## config.mk

```make
export PLATFORM = sky130hd
export DESIGN_NAME = sprite_mover
export DESIGN_NICKNAME = d
export VERILOG_FILES = /design/src/rtl/sprite_mover.sv
export SDC_FILE = /design/constraint.sdc
export NUM_CORES = 1
export LEC_CHECK = 0
export ABC_AREA = 1
export ABC_CLOCK_PERIOD_IN_PS = 4059
export CORE_MARGIN = 3
export CORE_UTILIZATION = 30
export DETAILED_ROUTE_END_ITERATION = 12
export SYNTH_ARGS = -nofsm -noshare
export SYNTH_HDL_FRONTEND = slang
export SYNTH_SLANG_ARGS = --single-unit
```

## constraint.sdc

```tcl
create_clock -name clk -period 4.06 [get_ports clk]
set_input_delay 0.812 -clock clk [delete_from_list [all_inputs] [get_ports clk]]
set_output_delay 0.812 -clock clk [all_outputs]
set_load 0.005 [all_outputs]
```

## src/rtl/sprite_mover.sv

```systemverilog
// sprite_mover: tile-stepping sprite controller with map lookup, bounds check
// and pixel-by-pixel walk animation.
module sprite_mover #(
  parameter int unsigned TILE_LEN   = 32,
  parameter int unsigned LOG_LEN    = 5,
  parameter int unsigned WALK_DELAY = 5,
  parameter int unsigned MAP_W      = 20,
  parameter int unsigned MAP_H      = 10,
  parameter int unsigned START_R    = 1,
  parameter int unsigned START_C    = 1
) (
  input  logic       clk,
  input  logic       rst,
  input  logic       btn_up,
  input  logic       btn_down,
  input  logic       btn_left,
  input  logic       btn_right,
  output logic [5:0] query_r,
  output logic [5:0] query_c,
  input  logic       wall_hit,
  output logic [5:0] tile_r,
  output logic [5:0] tile_c,
  output logic [9:0] pos_r,
  output logic [9:0] pos_c,
  output logic [1:0] dir,
  output logic       moving,
  output logic       anim_frame,
  output logic       step_done,
  output logic       blocked
);

  localparam int unsigned TW = 6;
  localparam int unsigned PW = 10;
  localparam logic [1:0] DIR_DOWN  = 2'd0;
  localparam logic [1:0] DIR_UP    = 2'd1;
  localparam logic [1:0] DIR_LEFT  = 2'd2;
  localparam logic [1:0] DIR_RIGHT = 2'd3;
  localparam logic [LOG_LEN-1:0] LAST_OFF = LOG_LEN'(TILE_LEN - 1);

  typedef enum logic [1:0] {IDLE, CHECK, MOVE} state_t;

  state_t                state;
  logic [WALK_DELAY-1:0] sub_cnt;
  logic [LOG_LEN-1:0]    offset;
  logic                  oob;

  logic                  req_any;
  logic [1:0]            req_dir;
  logic [TW-1:0]         tgt_r;
  logic [TW-1:0]         tgt_c;
  logic                  tgt_oob;
  logic [LOG_LEN-1:0]    offset_nx;

  // Button priority decode and target tile / bounds evaluation.
  always_comb begin
    req_any   = btn_up | btn_down | btn_left | btn_right;
    req_dir   = dir;
    tgt_r     = tile_r;
    tgt_c     = tile_c;
    tgt_oob   = 1'b0;
    offset_nx = offset + LOG_LEN'(1);
    if (btn_up) begin
      req_dir = DIR_UP;
      tgt_r   = tile_r - TW'(1);
      tgt_oob = (tile_r == '0);
    end else if (btn_down) begin
      req_dir = DIR_DOWN;
      tgt_r   = tile_r + TW'(1);
      tgt_oob = (32'(tile_r) >= MAP_H - 1);
    end else if (btn_left) begin
      req_dir = DIR_LEFT;
      tgt_c   = tile_c - TW'(1);
      tgt_oob = (tile_c == '0);
    end else if (btn_right) begin
      req_dir = DIR_RIGHT;
      tgt_c   = tile_c + TW'(1);
      tgt_oob = (32'(tile_c) >= MAP_W - 1);
    end
  end

  // Step FSM with registered outputs; pos tracks tile*TILE_LEN +/- offset.
  always_ff @(posedge clk) begin
    if (rst) begin
      state      <= IDLE;
      tile_r     <= TW'(START_R);
      tile_c     <= TW'(START_C);
      query_r    <= TW'(START_R);
      query_c    <= TW'(START_C);
      pos_r      <= PW'(START_R * TILE_LEN);
      pos_c      <= PW'(START_C * TILE_LEN);
      offset     <= '0;
      sub_cnt    <= '0;
      oob        <= 1'b0;
      dir        <= DIR_DOWN;
      moving     <= 1'b0;
      anim_frame <= 1'b0;
      step_done  <= 1'b0;
      blocked    <= 1'b0;
    end else begin
      step_done <= 1'b0;
      blocked   <= 1'b0;
      case (state)
        IDLE: begin
          if (req_any) begin
            dir <= req_dir;
            oob <= tgt_oob;
            if (!tgt_oob) begin
              query_r <= tgt_r;
              query_c <= tgt_c;
            end
            state <= CHECK;
          end
        end
        CHECK: begin
          if (wall_hit || oob) begin
            blocked <= 1'b1;
            state   <= IDLE;
          end else begin
            sub_cnt    <= '0;
            offset     <= '0;
            anim_frame <= 1'b0;
            moving     <= 1'b1;
            state      <= MOVE;
          end
        end
        MOVE: begin
          sub_cnt <= sub_cnt + WALK_DELAY'(1);
          if (&sub_cnt) begin
            // one pixel in the facing direction
            case (dir)
              DIR_DOWN:  pos_r <= pos_r + PW'(1);
              DIR_UP:    pos_r <= pos_r - PW'(1);
              DIR_LEFT:  pos_c <= pos_c - PW'(1);
              default:   pos_c <= pos_c + PW'(1);
            endcase
            if (offset == LAST_OFF) begin
              tile_r     <= query_r;
              tile_c     <= query_c;
              offset     <= '0;
              anim_frame <= 1'b0;
              moving     <= 1'b0;
              step_done  <= 1'b1;
              state      <= IDLE;
            end else begin
              offset     <= offset_nx;
              anim_frame <= offset_nx[LOG_LEN-1];
            end
          end
        end
        default: state <= IDLE;
      endcase
    end
  end

endmodule
```

==> impl_summary.txt, run 1 <==
----------------------------------------------------
[Detailed routing]
  Post-route antenna net violation count ... 0
  Vias ... 3634
  Wire length after detailed routing ... around 9800 um
  DRC errors left ... 0
  Routed via count divided by cell count ... 4.884
  Wire length per cell after detailed routing ... around 13 um
  First-pass DRT Iterations ... 4
  Number of DRC markers in iteration 0 ... between 200 and 250

[Synth]
  Ranking of synthesized cells by instance count ... 105 x sky130_fd_sc_hd__nand2_1, 66 x sky130_fd_sc_hd__inv_1, 62 x sky130_fd_sc_hd__dfxtp_1
  Yosys cell types ... between 40 and 50
  Yosys Warn Count ... 0
  Most used DFF post-synth ... sky130_fd_sc_hd__dfxtp_1
  Post-synthesis cell type with the largest combined area ... sky130_fd_sc_hd__dfxtp_1
  Sequential-to-total area share from yosys stat ... ~34%
  Mapped Area ... between 3000 and 4000 um2
  Post-synthesis cell count ... 540
  Async set-or-reset flop fraction in the synthesized netlist ... 0%
  Post-synth EDFFs ... 0
  Mapped Nets ... between 500 and 600
  Mean instance size in the synthesized netlist ... around 6.8 um2
  Top cell type's share of synthesized area ... between 30% and 40%
  Synth top area cells ... sky130_fd_sc_hd__dfxtp_1 34%, sky130_fd_sc_hd__nand2_1 11%, sky130_fd_sc_hd__o21ai_0 6.9%
  Number of flip-flops and latches in the synthesized netlist ... 62
  Most numerous cell in the Yosys netlist ... sky130_fd_sc_hd__nand2_1

[STA]
  Max transition margin ... a little under half
  Maximum clock frequency ... about 0.38 GHz
  Actual slew at the worst max-slew pin ... approximately 0.80 ns
  Post-layout minimum cycle time ... approximately 2.6 ns
  Clock tree skew after final layout ... roughly 0.0033 ns
  Final setup fails ... 0
  Final period utilization ... between 60% and 70%
  Max Slew Vio Count ... 0
  Final-report hold violation count ... 0
  Total negative slack ... 0 ns
  Unrepaired setup endpoints after global routing ... false
  Minimum hold slack ... around 0.48 ns

[Status]
  Result of the run ... finished clean

[Global route]
  Remaining global-route overflow ... 0
  Maximum number of pins on one net before global-route repair ... 31
  Number of global-route vias before repair ... around 3.5k
  Antenna violations before repair ... 0
  Overall global routing resource usage ... ~15%
  Wire length of the first global-routing pass ... 16500 um

[Clock network]
  Clock net sink count ... between 60 and 70
  Clock Tree Buf Depth ... 2
  Number of buffers inserted by post-CTS setup repair ... 0
  TritonCTS Buffers ... 9
  CTS Hold Bufs ... 0
  Resized Gates After CTS ... 0
  Clk root buf ... sky130_fd_sc_hd__clkbuf_16
  Count of H-tree levels built during CTS ... 3
  Skew-Pair Late Insertion Delay ... 0.33 ns
  Clock slew at reported path FFs ... roughly 0.050 ns
  TritonCTS clock tree ... done

[Layout]
  Post-route insts no fill ... around 740
  Fill count ... 1239
  Final Net Count ... approximately 620
  Area grow syn2layout ... 25.91%
  Antenna cells ... 0
  Proportion of layout cells with a drive suffix above 1 ... 8.319%

[Worst hold path]
  Min-delay worst type ... flop to flop

[Flow run]
  Number of maximum-capacitance constraint violations ... 0

[Setup path]
  Largest fanout of any net on the critical path ... 12
  Data required time at the worst endpoint ... between 4 and 5 ns
  Critical Path Start Type ... primary input
  Crit Path Class ... primary input to flop
  Endpoint class of the critical path ... flop
  Arrival time at the worst endpoint ... 2.79 ns
  R2R setup slack ... about 1.6 ns

[Floorplan]
  Placeable core region ... 11710 um2
  Die Outline Area ... 13680 um2
  Floorplan row count ... 39
  Number of top-level design ports ... 57
  Effective utilization at floorplan ... between 30% and 40%
  Die Wd ... about 120 um
  Die span in y ... 117.0 um

[Power and ir drop]
  Maximum vdd ir drop ... approximately 180 uV
  Leakage power ... around 2.0 nW
  PwrDens ... approximately 340 nW/um2

[Place]
  DP HPWL ... roughly 7100 um
  Post-Place Cells ... about 730
  Buffers added on ports ... 56
  Final Wtd Congestion ... a little under 0.9

----------------------------------------------------
[logic make-up after synthesis]
family / share of synthesized area (%)
XOR/XNOR: 4.741
AO/OA/AOI/OAI: 17.10
flip-flops: 33.59
AND/OR/NAND/NOR: 29.50
adder cells (fa/ha/maj): 5.080
buffers and inverters: 9.990
[critical path: stages]
cell	delay, ns
sky130_fd_sc_hd__clkdlybuf4s50_1	0.49
sky130_fd_sc_hd__nor2_2	0.27
sky130_fd_sc_hd__inv_2	0.08
sky130_fd_sc_hd__nor3_1	0.22
sky130_fd_sc_hd__nor2_2	0.09
sky130_fd_sc_hd__inv_1	0.11
sky130_fd_sc_hd__a21oi_1	0.08
sky130_fd_sc_hd__nand2_1	0.31
sky130_fd_sc_hd__inv_2	0.18
sky130_fd_sc_hd__nand2_1	0.09
sky130_fd_sc_hd__nand3_1	0.06
[per-layer routing]
metal	part of all wire (%)	global-route usage, %	up-vias
li1	-	-	1873
met3	4.3	4.627	5
met1	49	20.16	1677
met5	0	0	-
met4	0.63	2.829	0
met2	46	24.46	79
[final cells by class]
| class | instances | area (um2) | area share, % |
|---|---|---|---|
| clock inverter | 4 | 22.52 | 0.4841 |
| sequential | 62 | 1241 | 26.68 |
| clock buffer | 11 | 252.7 | 5.433 |
| tap | 143 | 178.9 | 3.846 |
| multi-input combinational | 389 | 2085 | 44.81 |
| timing repair buffer | 58 | 575.6 | 12.37 |
| inverter | 77 | 296.5 | 6.374 |
[state kept, by name (all words and copies together), names as in the netlist, 2 cells and up]
register	cells
pos_c	10
pos_r	10
query_c	6
query_r	6
tile_c	6
tile_r	6
sub_cnt	5
offset	4
dir	2
state	2
[through the flow]
step | util [%] | power [W] | worst slack (ns) | cell area [um2]
floorplan | - | 0.0008005 | 2.085 | 3695
global placement | 37.37 | 0.0008734 | 1.286 | 4377
detailed placement | 37.37 | 0.0008771 | 1.110 | 4377
CTS | 39.72 | 0.001603 | 1.456 | 4652
global route | 39.72 | 0.001656 | 1.263 | 4652
finish | 39.72 | 0.001582 | 1.445 | 4652
[cells in the final DEF, fill, tap and decap left out, types with 2 or more instances in the layout]
cell type,count
sky130_fd_sc_hd__nand2_1,105
sky130_fd_sc_hd__inv_1,66
sky130_fd_sc_hd__dfxtp_1,62
sky130_fd_sc_hd__nor2_1,61
sky130_fd_sc_hd__clkdlybuf4s50_1,56
sky130_fd_sc_hd__o21ai_0,51
sky130_fd_sc_hd__a21oi_1,39
sky130_fd_sc_hd__nand3_1,31
sky130_fd_sc_hd__xor2_1,17
sky130_fd_sc_hd__ha_1,15
sky130_fd_sc_hd__nor3_1,13
sky130_fd_sc_hd__clkbuf_16,9
sky130_fd_sc_hd__inv_2,7
sky130_fd_sc_hd__nand4_1,6
sky130_fd_sc_hd__nor2_2,4
sky130_fd_sc_hd__or2_2,4
sky130_fd_sc_hd__o211ai_1,4
sky130_fd_sc_hd__inv_4,3
sky130_fd_sc_hd__nand2_4,3
sky130_fd_sc_hd__nand2_2,3
sky130_fd_sc_hd__nor4_1,3
sky130_fd_sc_hd__o21ai_1,3
sky130_fd_sc_hd__a21oi_2,3
sky130_fd_sc_hd__xnor2_1,3
sky130_fd_sc_hd__o41ai_1,3
sky130_fd_sc_hd__clkinv_2,3
sky130_fd_sc_hd__nor3_4,2
sky130_fd_sc_hd__a31oi_1,2
sky130_fd_sc_hd__o22ai_1,2
sky130_fd_sc_hd__clkbuf_8,2
sky130_fd_sc_hd__buf_4,2
[power breakdown]
part           internal, W  switching [W]
Clock             0.000439       0.000276
Combinational    0.0000833       0.000124
Sequential        0.000631      0.0000283
[path summary, 6_finish.rpt]
check | depth (start not counted) | end | startpoint
max reg2reg | 12 | pos_c[7] | dir[1]
min reg2reg | 2 | sub_cnt[1] | sub_cnt[1]
max | 11 | query_r[0] | btn_down
min | 2 | sub_cnt[1] | sub_cnt[1]
Power figures use the tool's default switching activity.
==> inputs of run 2 (changes only) <==
ABC_CLOCK_PERIOD_IN_PS = 2400   (was 4059)
clock period = 2.4 ns   (was 4.06 ns; I/O delays follow)
==> impl_summary.txt, run 2 (synthesized netlist as in run 1, its figures left out) <==
----------------------------------------------------
[Flow run]
  Number of maximum-capacitance constraint violations ... 0 (unchanged)

[STA]
  Max transition margin ... 67.42% (+21 points)
  Total negative slack ... 0 ns (unchanged)
  Unrepaired setup endpoints after global routing ... false
  Final period utilization ... between 80% and 90%
  Clock tree skew after final layout ... 0.006077 ns (+0.002749 ns)
  Post-layout minimum cycle time ... slightly above 2 ns
  Maximum clock frequency ... between 0.4 and 0.5 GHz
  Final-report hold violation count ... 0 (unchanged)
  Worst setup slack after layout ... 0.3253 ns (-1.119 ns)
  Final setup fails ... 0 (unchanged)
  Max Slew Vio Count ... 0 (unchanged)
  Actual slew at the worst max-slew pin ... 0.4824 ns (-0.3213 ns)

[Place]
  Final Wtd Congestion ... 0.9043 (+1.2%)
  Worst Setup Slack post-DPL ... 0.1203 ns (-0.9900 ns)
  Dpl cell area ... 4504 um2 (+2.9%)
  DP HPWL ... 7464 um (+4.6%)
  Buffers added on ports ... 56 (unchanged)

[Power and ir drop]
  Combinational share of power ... 13.4% (+0.3 points)
  PwrDens ... 594.3 nW/um2 (+75%)
  Maximum vdd ir drop ... 351.7 uV (+98%)
  Internal power ... 0.002137 W (+85%)
  Switching power of the nets ... 0.0007272 W (+70%)
  Sequential share of power ... 38.6% (-3.1 points)
  Leakage power ... 2.130 nW (+4.9%)
  Net switching share of the total power ... 25.39% (-1.7 points)
  Portion of total power attributed to the clock network ... 47.9% (+2.7 points)

[Floorplan]
  Floorplan row count ... 39 (unchanged)
  Die Wd ... 117.0 um (unchanged)
  Die span in y ... 117.0 um (unchanged)
  Die Outline Area ... 13680 um2 (unchanged)
  Placeable core region ... 11710 um2 (unchanged)
  Number of top-level design ports ... 57 (unchanged)
  Effective utilization at floorplan ... 31.55% (unchanged)

[Layout]
  Post-route cell area ... 4820 um2 (+3.6%)
  Fill count ... 1211 (-2.3%)
  Final Net Count ... 636 (+2.7%)
  Proportion of layout cells with a drive suffix above 1 ... 10.82% (+2.5 points)
  Leading cell type in the layout, fill and taps excluded ... sky130_fd_sc_hd__nand2_1
  Largest regs ... pos_c: 10 flops, pos_r: 10 flops
  Antenna cells ... 0 (unchanged)
  Area grow syn2layout ... 30.44%
  Highest-count cells in the layout ignoring fill and taps ... 105 x sky130_fd_sc_hd__nand2_1, 66 x sky130_fd_sc_hd__inv_1, 62 x sky130_fd_sc_hd__dfxtp_1

[Setup path]
  Master of the slowest instance on the critical path ... sky130_fd_sc_hd__clkdlybuf4s50_1
  Data required time at the worst endpoint ... 1.92 ns (-2.32 ns)
  Critical Path, Cell by Cell ... buf_4 > clkdlybuf4s50_1
  Endpoint class of the critical path ... output pin
  Arrival time at the worst endpoint ... 1.59 ns (-1.20 ns)
  Cell class contributing the biggest share of worst-path delay ... buffers and inverters
  Crit Path Class ... flop to output pin
  Number of buffers and inverters on the critical path ... 2 (-2)
  Crit path largest cell delay ... 0.53 ns (+0.04 ns)
  Largest fanout of any net on the critical path ... 4 (-8)
  Critical Path Start Type ... flop

[Clock network]
  CTS Hold Bufs ... 0 (unchanged)
  Count of H-tree levels built during CTS ... 3 (unchanged)
  Clk root buf ... sky130_fd_sc_hd__clkbuf_16
  Skew-Pair Late Insertion Delay ... 0.33 ns (about the same)
  Clock net sink count ... 62 (unchanged)
  Number of buffers inserted by post-CTS setup repair ... 0 (unchanged)
  TritonCTS Buffers ... 9 (unchanged)
  TritonCTS clock tree ... done
  Clock Tree Buf Depth ... 2 (unchanged)
  Clock slew at reported path FFs ... 0.05 ns (about the same)
  Resized Gates After CTS ... 0 (unchanged)

[Global route]
  Remaining global-route overflow ... 0 (unchanged)
  Overall global routing resource usage ... 15.23% (+0.11 points)
  Antenna violations before repair ... 0 (unchanged)
  Wire length of the first global-routing pass ... 16440 um (-0.38%)
  Number of global-route vias before repair ... 3586 (+3.7%)
  Maximum number of pins on one net before global-route repair ... 20 (-35%)

[Detailed routing]
  Post-route antenna net violation count ... 0 (unchanged)
  Routed via count divided by cell count ... 4.864 (-0.43%)
  First-pass DRT Iterations ... 6 (+2)
  Number of DRC markers in iteration 0 ... 311 (+37%)
  DRC errors left ... 0 (unchanged)
  Vias ... 3706 (+2.0%)
  Wire length after detailed routing ... 9928 um (+1.8%)
  Wire length per cell after detailed routing ... 13.03 um (-0.62%)

[Status]
  Result of the run ... finished clean

[Worst hold path]
  Min-delay worst type ... flop to flop

----------------------------------------------------
run 2: changes by cell type in the layout (fill, tap and decap cells not counted):
cell | before | now
sky130_fd_sc_hd__buf_4 | 2 | 19
sky130_fd_sc_hd__bufinv_16 | 0 | 2
sky130_fd_sc_hd__clkbuf_8 | 2 | 0
sky130_fd_sc_hd__clkbuf_1 | 0 | 1
sky130_fd_sc_hd__clkinv_2 | 3 | 2
sky130_fd_sc_hd__clkinv_4 | 0 | 1
run 2: path summary, 6_finish.rpt:
check | startpoint | end | slack (ns) | cells after the start
setup reg to reg | offset[0] | tile_c[4] | 0.34 | 10
setup / recovery | dir[1] | dir[1] | 0.33 | 2
hold reg to reg | moving | moving | 0.48 | 2
hold / removal | moving | moving | 0.48 | 2
run 2: worst min-delay path: cells and delay by family, from the launching register on:
kind	cells	cell delay, ns
flops	1	0.31
simple gates	1	0.06
compound gates	1	0.05
run 2: per-layer routing:
metal	track usage, %	share of wire [%]	vias to the layer above
met2	24.00	45	102
li1	-	-	1916
met1	19.82	48	1675
met4	5.887	1.6	0
met3	4.267	5.5	13
met5	0	0	-
run 2: layout make-up:
type                    count  area, um2  area share, %
clock buffers              10      229.0          4.751
clock inverters             6      86.33          1.791
multi-input cells         389       2085          43.25
repair buffers             75      703.2          14.59
inverters                  77      296.5          6.153
flip-flops and latches     62       1241          25.75
well taps                 143      178.9          3.712
run 2: per-stage QoR:
step / total power, W / cells / utilization (%) / hold slack [ns]
2_1_floorplan: 0.001354 / 540 / - / 0.4548
3_3_place_gp: 0.001505 / 746 / 38.46 / 0.4667
3_5_place_dp: 0.001510 / 746 / 38.46 / 0.4716
4_1_cts: 0.002901 / 762 / 41.15 / 0.4799
5_1_grt: 0.003008 / 762 / 41.15 / 0.5098
6_report: 0.002864 / 762 / 41.15 / 0.4764
run 2: power groups by stage:
stage	registers [W]	logic, W	clock network, W
after global routing	0.00111	0.000435	0.00146
final	0.00111	0.000384	0.00137
after detailed placement	0.00113	0.000383	0
after CTS	0.00111	0.000385	0.00141
after floorplan	0.00112	0.000236	0
after global placement	0.00113	0.000377	0
==> inputs of run 3 (changes only) <==
CTS_CLUSTER_DIAMETER = 200   (was unset)
==> results of run 3 <==
Final layout, timing and power as in run 2 (identical DEF).
